### config.mk
export PLATFORM = sky130hd
export DESIGN_NAME = link_token_node
export DESIGN_NICKNAME = d
export VERILOG_FILES = /design/src/rtl/link_token_node.sv
export SDC_FILE = /design/constraint.sdc
export NUM_CORES = 1
export LEC_CHECK = 0
export ABC_AREA = 1
export BUFFER_PORTS_ARGS = -buffer_cell sky130_fd_sc_hd__buf_2
export CAP_MARGIN = 20
export CORE_MARGIN = 4
export CORE_UTILIZATION = 54
export DETAILED_ROUTE_END_ITERATION = 8
export GPL_TIMING_DRIVEN = 0
export PLACE_DENSITY = 0.73
export SYNTH_ARGS = -nofsm -noshare
export SYNTH_HDL_FRONTEND = slang
export SYNTH_SLANG_ARGS = --single-unit
export TNS_END_PERCENT = 50
### constraint.sdc
create_clock -name i_clk -period 6.25 [get_ports i_clk]
set_input_delay 0.9375 -clock i_clk [delete_from_list [all_inputs] [get_ports i_clk]]
set_output_delay 0.9375 -clock i_clk [all_outputs]
set_load 0.05 [all_outputs]
### src/rtl/link_token_node.sv
// link_token_node: token-ring forwarding stage; buffers upstream token beats,
// holds tokens addressed to this node for HOLD_CYCLES then stamps them, and
// forwards all other tokens unchanged to the downstream anchor.
// Ports:
//   i_clk, i_rstn                  clock, synchronous active-low reset
//   i_wen, i_token, i_clk_cnt, i_id    upstream token beat (no backpressure)
//   o_wen, o_token, o_clk_cnt, o_id    downstream token beat, one-cycle pulse
//   o_busy                         FSM not IDLE or FIFO non-empty
//   o_overflow                     sticky, a beat was dropped on a full FIFO
// Optional macro LINK_TOKEN_NODE_STATS_EN adds o_own_cnt, o_pass_cnt,
// o_drop_cnt (16-bit saturating counters).
module link_token_node #(
   parameter int ID          = 0,
   parameter int HOLD_CYCLES = 4,
   parameter int FIFO_DEPTH  = 2
) (
   input  logic        i_clk,
   input  logic        i_rstn,
   input  logic        i_wen,
   input  logic [31:0] i_token,
   input  logic [31:0] i_clk_cnt,
   input  logic [31:0] i_id,
   output logic        o_wen,
   output logic [31:0] o_token,
   output logic [31:0] o_clk_cnt,
   output logic [31:0] o_id,
   output logic        o_busy,
`ifdef LINK_TOKEN_NODE_STATS_EN
   output logic [15:0] o_own_cnt,
   output logic [15:0] o_pass_cnt,
   output logic [15:0] o_drop_cnt,
`endif
   output logic        o_overflow
);
   localparam int AW = $clog2(FIFO_DEPTH);
   typedef struct packed {
      logic [31:0] token;
      logic [31:0] clk_cnt;
      logic [31:0] id;
   } beat_t;
   typedef enum logic [1:0] {IDLE, HOLD, SEND} state_t;
   state_t        state_q, state_d;
   beat_t         mem_q [FIFO_DEPTH];
   logic [AW-1:0] wr_q, rd_q;
   logic [AW:0]   fcnt_q;
   beat_t         work_q, work_d, head;
   logic          own_q, own_d;
   logic [7:0]    hold_q, hold_d;
   logic          wen_q, wen_d;
   logic [31:0]   token_q, token_d, clk_q, clk_d, id_q, id_d;
   logic          ovf_q;
   logic          empty, full, pop, push, drop, head_own;
   assign empty    = fcnt_q == '0;
   assign full     = fcnt_q == (AW+1)'(FIFO_DEPTH);
   assign head     = mem_q[rd_q];
   assign head_own = head.id == 32'(ID);
   assign pop      = state_q == IDLE && !empty;
   // a full FIFO still accepts a beat when the head leaves in the same cycle
   assign push     = i_wen && (!full || pop);
   assign drop     = i_wen && full && !pop;
   always_ff @(posedge i_clk)
      if (push) mem_q[wr_q] <= beat_t'{i_token, i_clk_cnt, i_id};
   always_ff @(posedge i_clk)
      if (!i_rstn) begin
         wr_q   <= '0;
         rd_q   <= '0;
         fcnt_q <= '0;
      end else begin
         if (push) wr_q <= wr_q + AW'(1);
         if (pop) rd_q <= rd_q + AW'(1);
         fcnt_q <= fcnt_q + (AW+1)'(push) - (AW+1)'(pop);
      end
   always_ff @(posedge i_clk)
      if (!i_rstn) state_q <= IDLE;
      else state_q <= state_d;
   always_comb begin
      state_d = state_q;
      case (state_q)
         IDLE:    if (!empty) state_d = (head_own && HOLD_CYCLES != 0) ? HOLD : SEND;
         HOLD:    if (hold_q <= 8'd1) state_d = SEND;
         SEND:    state_d = IDLE;
         default: state_d = IDLE;
      endcase
   end
   always_comb begin
      work_d  = pop ? head : work_q;
      own_d   = pop ? head_own : own_q;
      hold_d  = (pop && head_own) ? 8'(HOLD_CYCLES) : (state_q == HOLD) ? hold_q - 8'd1 : hold_q;
      wen_d   = state_q == SEND;
      // owned tokens are stamped on the way out; foreign ones pass untouched
      token_d = wen_d ? (own_q ? work_q.token + 32'd1 : work_q.token) : token_q;
      clk_d   = wen_d ? (own_q ? work_q.clk_cnt + 32'(HOLD_CYCLES) : work_q.clk_cnt) : clk_q;
      id_d    = wen_d ? (own_q ? 32'(ID) + 32'd1 : work_q.id) : id_q;
   end
   always_ff @(posedge i_clk)
      if (!i_rstn) begin
         work_q  <= '0;
         own_q   <= 1'b0;
         hold_q  <= '0;
         wen_q   <= 1'b0;
         token_q <= '0;
         clk_q   <= '0;
         id_q    <= '0;
         ovf_q   <= 1'b0;
      end else begin
         work_q  <= work_d;
         own_q   <= own_d;
         hold_q  <= hold_d;
         wen_q   <= wen_d;
         token_q <= token_d;
         clk_q   <= clk_d;
         id_q    <= id_d;
         ovf_q   <= ovf_q | drop;
      end
   assign o_wen      = wen_q;
   assign o_token    = token_q;
   assign o_clk_cnt  = clk_q;
   assign o_id       = id_q;
   assign o_busy     = state_q != IDLE || !empty;
   assign o_overflow = ovf_q;
`ifdef LINK_TOKEN_NODE_STATS_EN
   logic [15:0] own_cnt_q, pass_cnt_q, drop_cnt_q;
   always_ff @(posedge i_clk)
      if (!i_rstn) begin
         own_cnt_q  <= '0;
         pass_cnt_q <= '0;
         drop_cnt_q <= '0;
      end else begin
         if (wen_d && own_q && ~&own_cnt_q) own_cnt_q <= own_cnt_q + 16'd1;
         if (wen_d && !own_q && ~&pass_cnt_q) pass_cnt_q <= pass_cnt_q + 16'd1;
         if (drop && ~&drop_cnt_q) drop_cnt_q <= drop_cnt_q + 16'd1;
      end
   assign o_own_cnt  = own_cnt_q;
   assign o_pass_cnt = pass_cnt_q;
   assign o_drop_cnt = drop_cnt_q;
`endif
endmodule

==> metrics.md, run 1 <==
| Metric | Value |
|---|---|
| Synth top area share | 35.8% |
| Startpoint Class | flop |
| Syn Inst Count | 1693 |
| RSZ-0062 raised after global routing | false |
| Top cell type by total area after synthesis | edfxtp_1 |
| # DRC | 0 |
| Row count | 62 |
| Placed Area | 0.0177 mm2 |
| Core ar. | 0.0291 mm2 |
| Synthesized Nets | 1798 |
| Post-detailed-routing wire length | 43100 um |
| Slew at the pin closest to its max-slew limit | 0.967 ns |
| Number of buffers added on ports | 196 |
| Initial antenna violation count | 3 |
| Hold Path End | o_id[19]$_SDFFE_PN0P_ |
| Async SR Flop Fraction | 0% |
| Clock Tree Root | clkbuf_16 |
| Cell Area, Synth | 0.0161 mm2 |
| Die height | 181 um |
| Commonest cells after routing, fill and taps aside | nand2_1, buf_2, dfxtp_1 |
| Clk sinks | 402 |
| Top_reg_cell synth | dfxtp_1 |
| Status | complete, no violations |
| Fmax | 380 MHz |
| TNS Setup | 0 ns |
| Gpl congestion | 0.900 |
| Fin util | 65.2% |
| CTS Buf Count | 41 |
| CTS tree | yes |
| Starting density of the core | 55.3% |
| HPWL Detailed | 30300 um |
| Global-route wire length before repair | 67400 um |
| Vias | 12943 |
| Gr ovfl total | 0 |
| Area delta synth->final | 17.9% |
| Initial DRC Count | 1377 |
| Sequential element share of the synthesized area | 61.9% |
| Die area | 0.0326 mm2 |
| Final setup viols | 0 |
| H-tree depth | 2 |
| All-Layer GR Usage | 25.7% |
| Synth Warn # | 0 |
| Worst hold path class | reg2reg |
| Final period util | 42.1% |
| Pre-CTS setup slack | 3.69 ns |
| Largest net degree at the start of global routing | 32 |
| Slew HR | 35.0% |
| Clk_lat worst skew | 0.53 ns |
| Worst setup path class | reg2reg |
| Post-route minimum period | 2.63 ns |
| Setup ws final | 3.62 ns |
| Register-to-register setup slack | 3.62 ns |
| Max IR drop VDD | 0.259 mV |
| Post-synth EDFFs | 192 |
| Max Cap Violations | 0 |
| Mean routed wirelength per cell | 18.3 um |
| Synthesis-stage register bit count | 402 |
| Critical R2R Launch | state_q[1]$_SDFFE_PN0P_ |
| Fin area | 0.0190 mm2 |
| CP max FO | 10 |
| Hold Buf Count CTS | 0 |
| Leakage | 7.65 nW |
| Critical Path End Type | flop |
| Number of global-route vias before repair | 12348 |
| Most area-consuming cells after synthesis | edfxtp_1, dfxtp_1, nand2_1 |
| CP required | 6.71 ns |
| Min-delay src | o_id[19]$_SDFFE_PN0P_ |
| Power Dens Cells | 495 mW/mm2 |
| Clk_skew | 0.00991 ns |
| Mapped Avg Cell Area | 9.51 um2 |
| CTS Buffer Depth | 3 |
| Reg2reg end | fcnt_q[1]$_SDFF_PN0_ |
| WP data arrival | 3.09 ns |
| Final antenna-violating net count | 0 |
| Post-CTS setup buffers | 0 |
| Die W | 181 um |
| IO Count | 198 |
| Drt first pass iters | 5 |
| R2R depth | 11 |
| Cell depth of the worst min-delay path | 2 |
| Layout cells sized above 1 | 17.4% |
| Commonest non-fill, non-tap cell in the layout | nand2_1 |
| Clk slew on worst S/H paths | 0.06 ns |
| Max-slew violation count | 0 |
| Post-CTS sizing | 0 |
| Drt via density | 5.50 |
| Nets@finish | 2043 |
| Final hold viol count | 0 |
| Unique masters post-synth | 41 |
[worst max-delay path by stage]
stage,start,endpoint,slack (ns),cells past startpoint
floorplan,i_wen,mem_q[0][0]$_DFFE_PP_,0.63,2
global placement,i_wen,mem_q[1][54]$_DFFE_PP_,-2.02,3
detailed placement,i_rstn,o_id[15]$_SDFFE_PN0P_,3.69,5
CTS,state_q[1]$_SDFFE_PN0P_,fcnt_q[1]$_SDFF_PN0_,3.66,11
global route,state_q[1]$_SDFFE_PN0P_,fcnt_q[1]$_SDFF_PN0_,3.48,11
finish,state_q[1]$_SDFFE_PN0P_,fcnt_q[1]$_SDFF_PN0_,3.62,11
[state kept, by name (all words and copies together) (netlist names), named ones only]
| name | count |
|---|---|
| fcnt_q | 2 |
| hold_q | 8 |
| mem_q | 192 |
| o_clk_cnt | 32 |
| o_id | 32 |
| o_overflow | 1 |
| o_token | 32 |
| o_wen | 1 |
| own_q | 1 |
| rd_q | 1 |
| state_q | 2 |
| work_q | 96 |
| wr_q | 1 |
[through the flow]
stage	instances	total power, mW	hold slack [ns]
floorplan	1693	6.02	0.426
global placement	2273	6.98	0.436
detailed placement	2279	7.06	0.451
CTS	2352	9.40	0.459
global route	2354	9.88	0.489
finish	2354	9.40	0.459
[per-layer routing]
layer  GRT usage, %  vias up  share of wire [%]
li1               -     6203                  -
met1           35.3     6175                 43
met2           42.1      478                 47
met3           3.98       85                6.7
met4           8.56        2                3.1
met5              0        -              0.030
[area by class of cell]
cell class	count	area, um2
plain buffers	89	435
fillers	2366	10100
well taps	384	480
diodes	2	5.00
inverters	146	548
multi-input cells	1056	5160
repair buffers	202	1100
clock buffers	59	1180
flip-flops and latches	402	9970
clock inverters	14	103
[synth_stat cells (4+ instances only)]
cell	n
nand2_1	391
dfxtp_1	210
edfxtp_1	192
nor2_1	143
inv_1	141
o21ai_0	122
a21oi_1	85
nand3_1	80
a31oi_1	64
clkbuf_1	45
buf_2	33
a211oi_1	32
xor2_1	26
nand4_1	22
nor3_1	15
nor2_2	14
o21ai_1	12
xnor2_1	11
ha_1	6
o21ai_2	6
buf_4	5
nand3b_1	5
inv_2	4
[cells by family after synthesis]
kind of cell | share of synthesized area (%)
buf+inv | 6.11
mux | 0.0622
fa+ha+maj | 0.466
compound gates | 11.6
flops | 61.9
xor+xnor | 2.01
simple gates | 17.9
[power by group]
| group | internal (mW) | switching [mW] | total [mW] |
|---|---|---|---|
| Clock | 1.35 | 0.983 | 2.33 |
| Sequential | 3.40 | 0.549 | 3.95 |
| Combinational | 0.849 | 2.26 | 3.11 |
[worst max-delay path: stages, from the launching register on]
cell	delay, ns
dfxtp_1	0.33
nor2_1	0.19
o21ai_1	0.16
inv_2	0.27
buf_2	0.34
buf_2	0.31
ha_1	0.27
inv_1	0.06
ha_1	0.15
xor2_1	0.21
o21ai_0	0.13
a21oi_1	0.15
Note: power is estimated with default switching activity, not from simulation.
==> inputs of run 2 (changes only) <==
ABC_AREA = 0   (was 1)
CORE_UTILIZATION = 52   (was 54)
PLACE_DENSITY = 0.74   (was 0.73)
clock period = 2.4 ns   (was 6.25 ns; I/O delays follow)
==> run 2 against run 1 <==
Against the previous run: cell count decreased by 21%; hold slack got worse by 0.43 ns; sequential power grew to 2.5 times the previous value; via count is 21% lower; final area decreased by 5.2%; first-iteration DRC count decreased by 51%; wire length shrank 20%; fmax rose by 18%; register-to-register slack worse by 3.5 ns; clock power grew to 2.6 times the previous value; critical path depth shrank 5; setup slack got worse by 3.5 ns.
==> metrics.md, run 2 <==
| Metric | Value |
|---|---|
| RSZ-0062 raised after global routing | false |
| Synth top area share | 38.3% |
| Synthesized Nets | 1307 |
| Mapped Avg Cell Area | 12.5 um2 |
| Worst setup path class | reg2reg |
| CTS tree | yes |
| Gpl congestion | 0.880 |
| Largest Register | mem_q |
| Mean routed wirelength per cell | 18.6 um |
| CTS Buffer Depth | 3 |
| Layout cells sized above 1 | 20.3% |
| Hold Buf Count CTS | 0 |
| Tot Pwr | 22.9 mW |
| Top-count cell post-synth | dfxtp_1 |
| Die W | 178 um |
| Switching Share | 36.4% |
| Clk sinks | 402 |
| Clock power frac | 26.2% |
| WP data arrival | 2.60 ns |
| Int Pwr | 14.5 mW |
| Largest net degree at the start of global routing | 34 |
| Final hold viol count | 0 |
| All-Layer GR Usage | 21.4% |
| Core ar. | 0.0286 mm2 |
| CP max FO | 10 |
| Post-detailed-routing wire length | 34500 um |
| Critical Path End Type | flop |
| Die height | 178 um |
| Final antenna-violating net count | 0 |
| Row count | 62 |
| Clk_skew | 0.0160 ns |
| Post-synth top cells | dfxtp_1, edfxtp_1, nor2_1 |
| Fin util | 62.9% |
| Initial antenna violation count | 2 |
| H-tree depth | 2 |
| Post-route minimum period | 2.23 ns |
| Most area-consuming cells after synthesis | edfxtp_1, dfxtp_1, mux2i_1 |
| Initial DRC Count | 674 |
| HPWL Detailed | 25100 um |
| CTS Buf Count | 40 |
| Cell Area, Synth | 0.0151 mm2 |
| Drt first pass iters | 5 |
| Commonest non-fill, non-tap cell in the layout | buf_2 |
| Power Dens Cells | 1270 mW/mm2 |
| Nets@finish | 1550 |
| Max reg flops | 192 |
| Unique masters post-synth | 40 |
| Worst hold path class | in2reg |
| Leakage | 6.62 nW |
| Area delta synth->final | 19.4% |
| Max IR drop VDD | 0.587 mV |
| Non-filler cells in the finished layout | 1861 |
| Startpoint Class | flop |
| Clk slew on worst S/H paths | 0.06 ns |
| Combinational share of power | 30.5% |
| CP required | 2.77 ns |
| # DRC | 0 |
| Slew HR | 47.4% |
| Slew at the pin closest to its max-slew limit | 0.788 ns |
| Cells after DPL | 1788 |
| Post-synth EDFFs | 192 |
| Status | complete, no violations |
| Top_reg_cell synth | dfxtp_1 |
| Starting density of the core | 52.7% |
| Fin area | 0.0180 mm2 |
| Clk_lat worst skew | 0.52 ns |
| Final period util | 93.1% |
| Die area | 0.0318 mm2 |
| IO Count | 198 |
| Global-route wire length before repair | 53600 um |
| Number of buffers added on ports | 196 |
| Max Cap Violations | 0 |
| Syn Inst Count | 1202 |
| Commonest cells after routing, fill and taps aside | buf_2, dfxtp_1, edfxtp_1 |
| Vias | 10210 |
| Top cell type by total area after synthesis | edfxtp_1 |
| Fmax | 448 MHz |
| Final setup viols | 0 |
| Sequential element share of the synthesized area | 66.1% |
| Synthesis-stage register bit count | 402 |
| Synth Warn # | 0 |
| Number of global-route vias before repair | 9924 |
| Max-slew violation count | 0 |
| Largest regs | mem_q x192, work_q x96 |
| Register share of total power | 43.2% |
| P_sw | 8.34 mW |
| Gr ovfl total | 0 |
| Post-CTS setup buffers | 0 |
| Async SR Flop Fraction | 0% |
| Clock Tree Root | clkbuf_16 |
| Drt via density | 5.49 |
| Placed Area | 0.0167 mm2 |
| Post-CTS sizing | 2 |
[run 2: final timing paths]
kind	start	endpoint	slack, ns	cells past startpoint
worst max-delay path	state_q[0]$_SDFFE_PN0P_	work_q[62]$_SDFFE_PN0P_	0.17	6
worst min-delay path	i_id[8]	mem_q[1][8]$_DFFE_PP_	0.03	1
worst max register to register	state_q[0]$_SDFFE_PN0P_	work_q[62]$_SDFFE_PN0P_	0.17	6
worst min register to register	o_clk_cnt[1]$_SDFFE_PN0P_	o_clk_cnt[1]$_SDFFE_PN0P_	0.46	2
[run 2: area by class of cell]
type,count,area (um2)
Sequential cell,402,9970
Fill cell,2248,10600
Clock inverter,21,180
Tap cell,384,480
Clock buffer,51,1090
Inverter,11,41.3
Multi-Input combinational cell,711,4760
Buffer,77,344
Antenna cell,2,5.00
Timing Repair Buffer,202,1120
[run 2: worst max-delay path, stage by stage, from the launching register on]
cell and delay, ns:
dfxtp_2 0.34, nor2_4 0.16, o21ai_1 0.17, inv_2 0.16, clkbuf_1 0.62, buf_1 0.47, a211oi_1 0.15
[run 2: logic make-up after synthesis]
| logic type | count (synthesis) | share of synthesized area [%] |
|---|---|---|
| AO/OA/AOI/OAI | 246 | 11.0 |
| XOR/XNOR | 67 | 3.89 |
| flip-flops | 402 | 66.1 |
| AND/OR/NAND/NOR | 294 | 9.43 |
| multiplexers | 98 | 6.51 |
| adder cells (fa/ha/maj) | 6 | 0.498 |
| buffers and inverters | 89 | 2.55 |
[run 2: power by group through the flow]
stage	sequential, mW	combinational, mW	clock [mW]
floorplan	11.1	3.80	0
global placement	9.97	6.78	0
detailed placement	10.0	6.99	0
CTS	9.88	7.02	6.13
global route	10.1	7.65	6.43
finish	9.89	6.99	6.00
[run 2: per-layer routing]
layer | global-route usage [%] | wire length [um] | vias up
met5 | 0 | 0 | -
met4 | 8.60 | 1400 | 0
met3 | 4.41 | 2200 | 78
met2 | 34.3 | 16400 | 303
met1 | 28.7 | 14500 | 4869
li1 | - | - | 4960
[run 2: through the flow]
stage | hold WS (ns) | setup TNS [ns] | worst slack (ns)
floorplan | 0.432 | -2.72 | -0.0244
global placement | 0.444 | -162.06 | -0.845
detailed placement | 0.454 | -4.67 | -0.460
CTS | 0.0000776 | 0 | 0.0341
global route | 0.00669 | 0 | 0.000470
finish | 0.0301 | 0 | 0.166
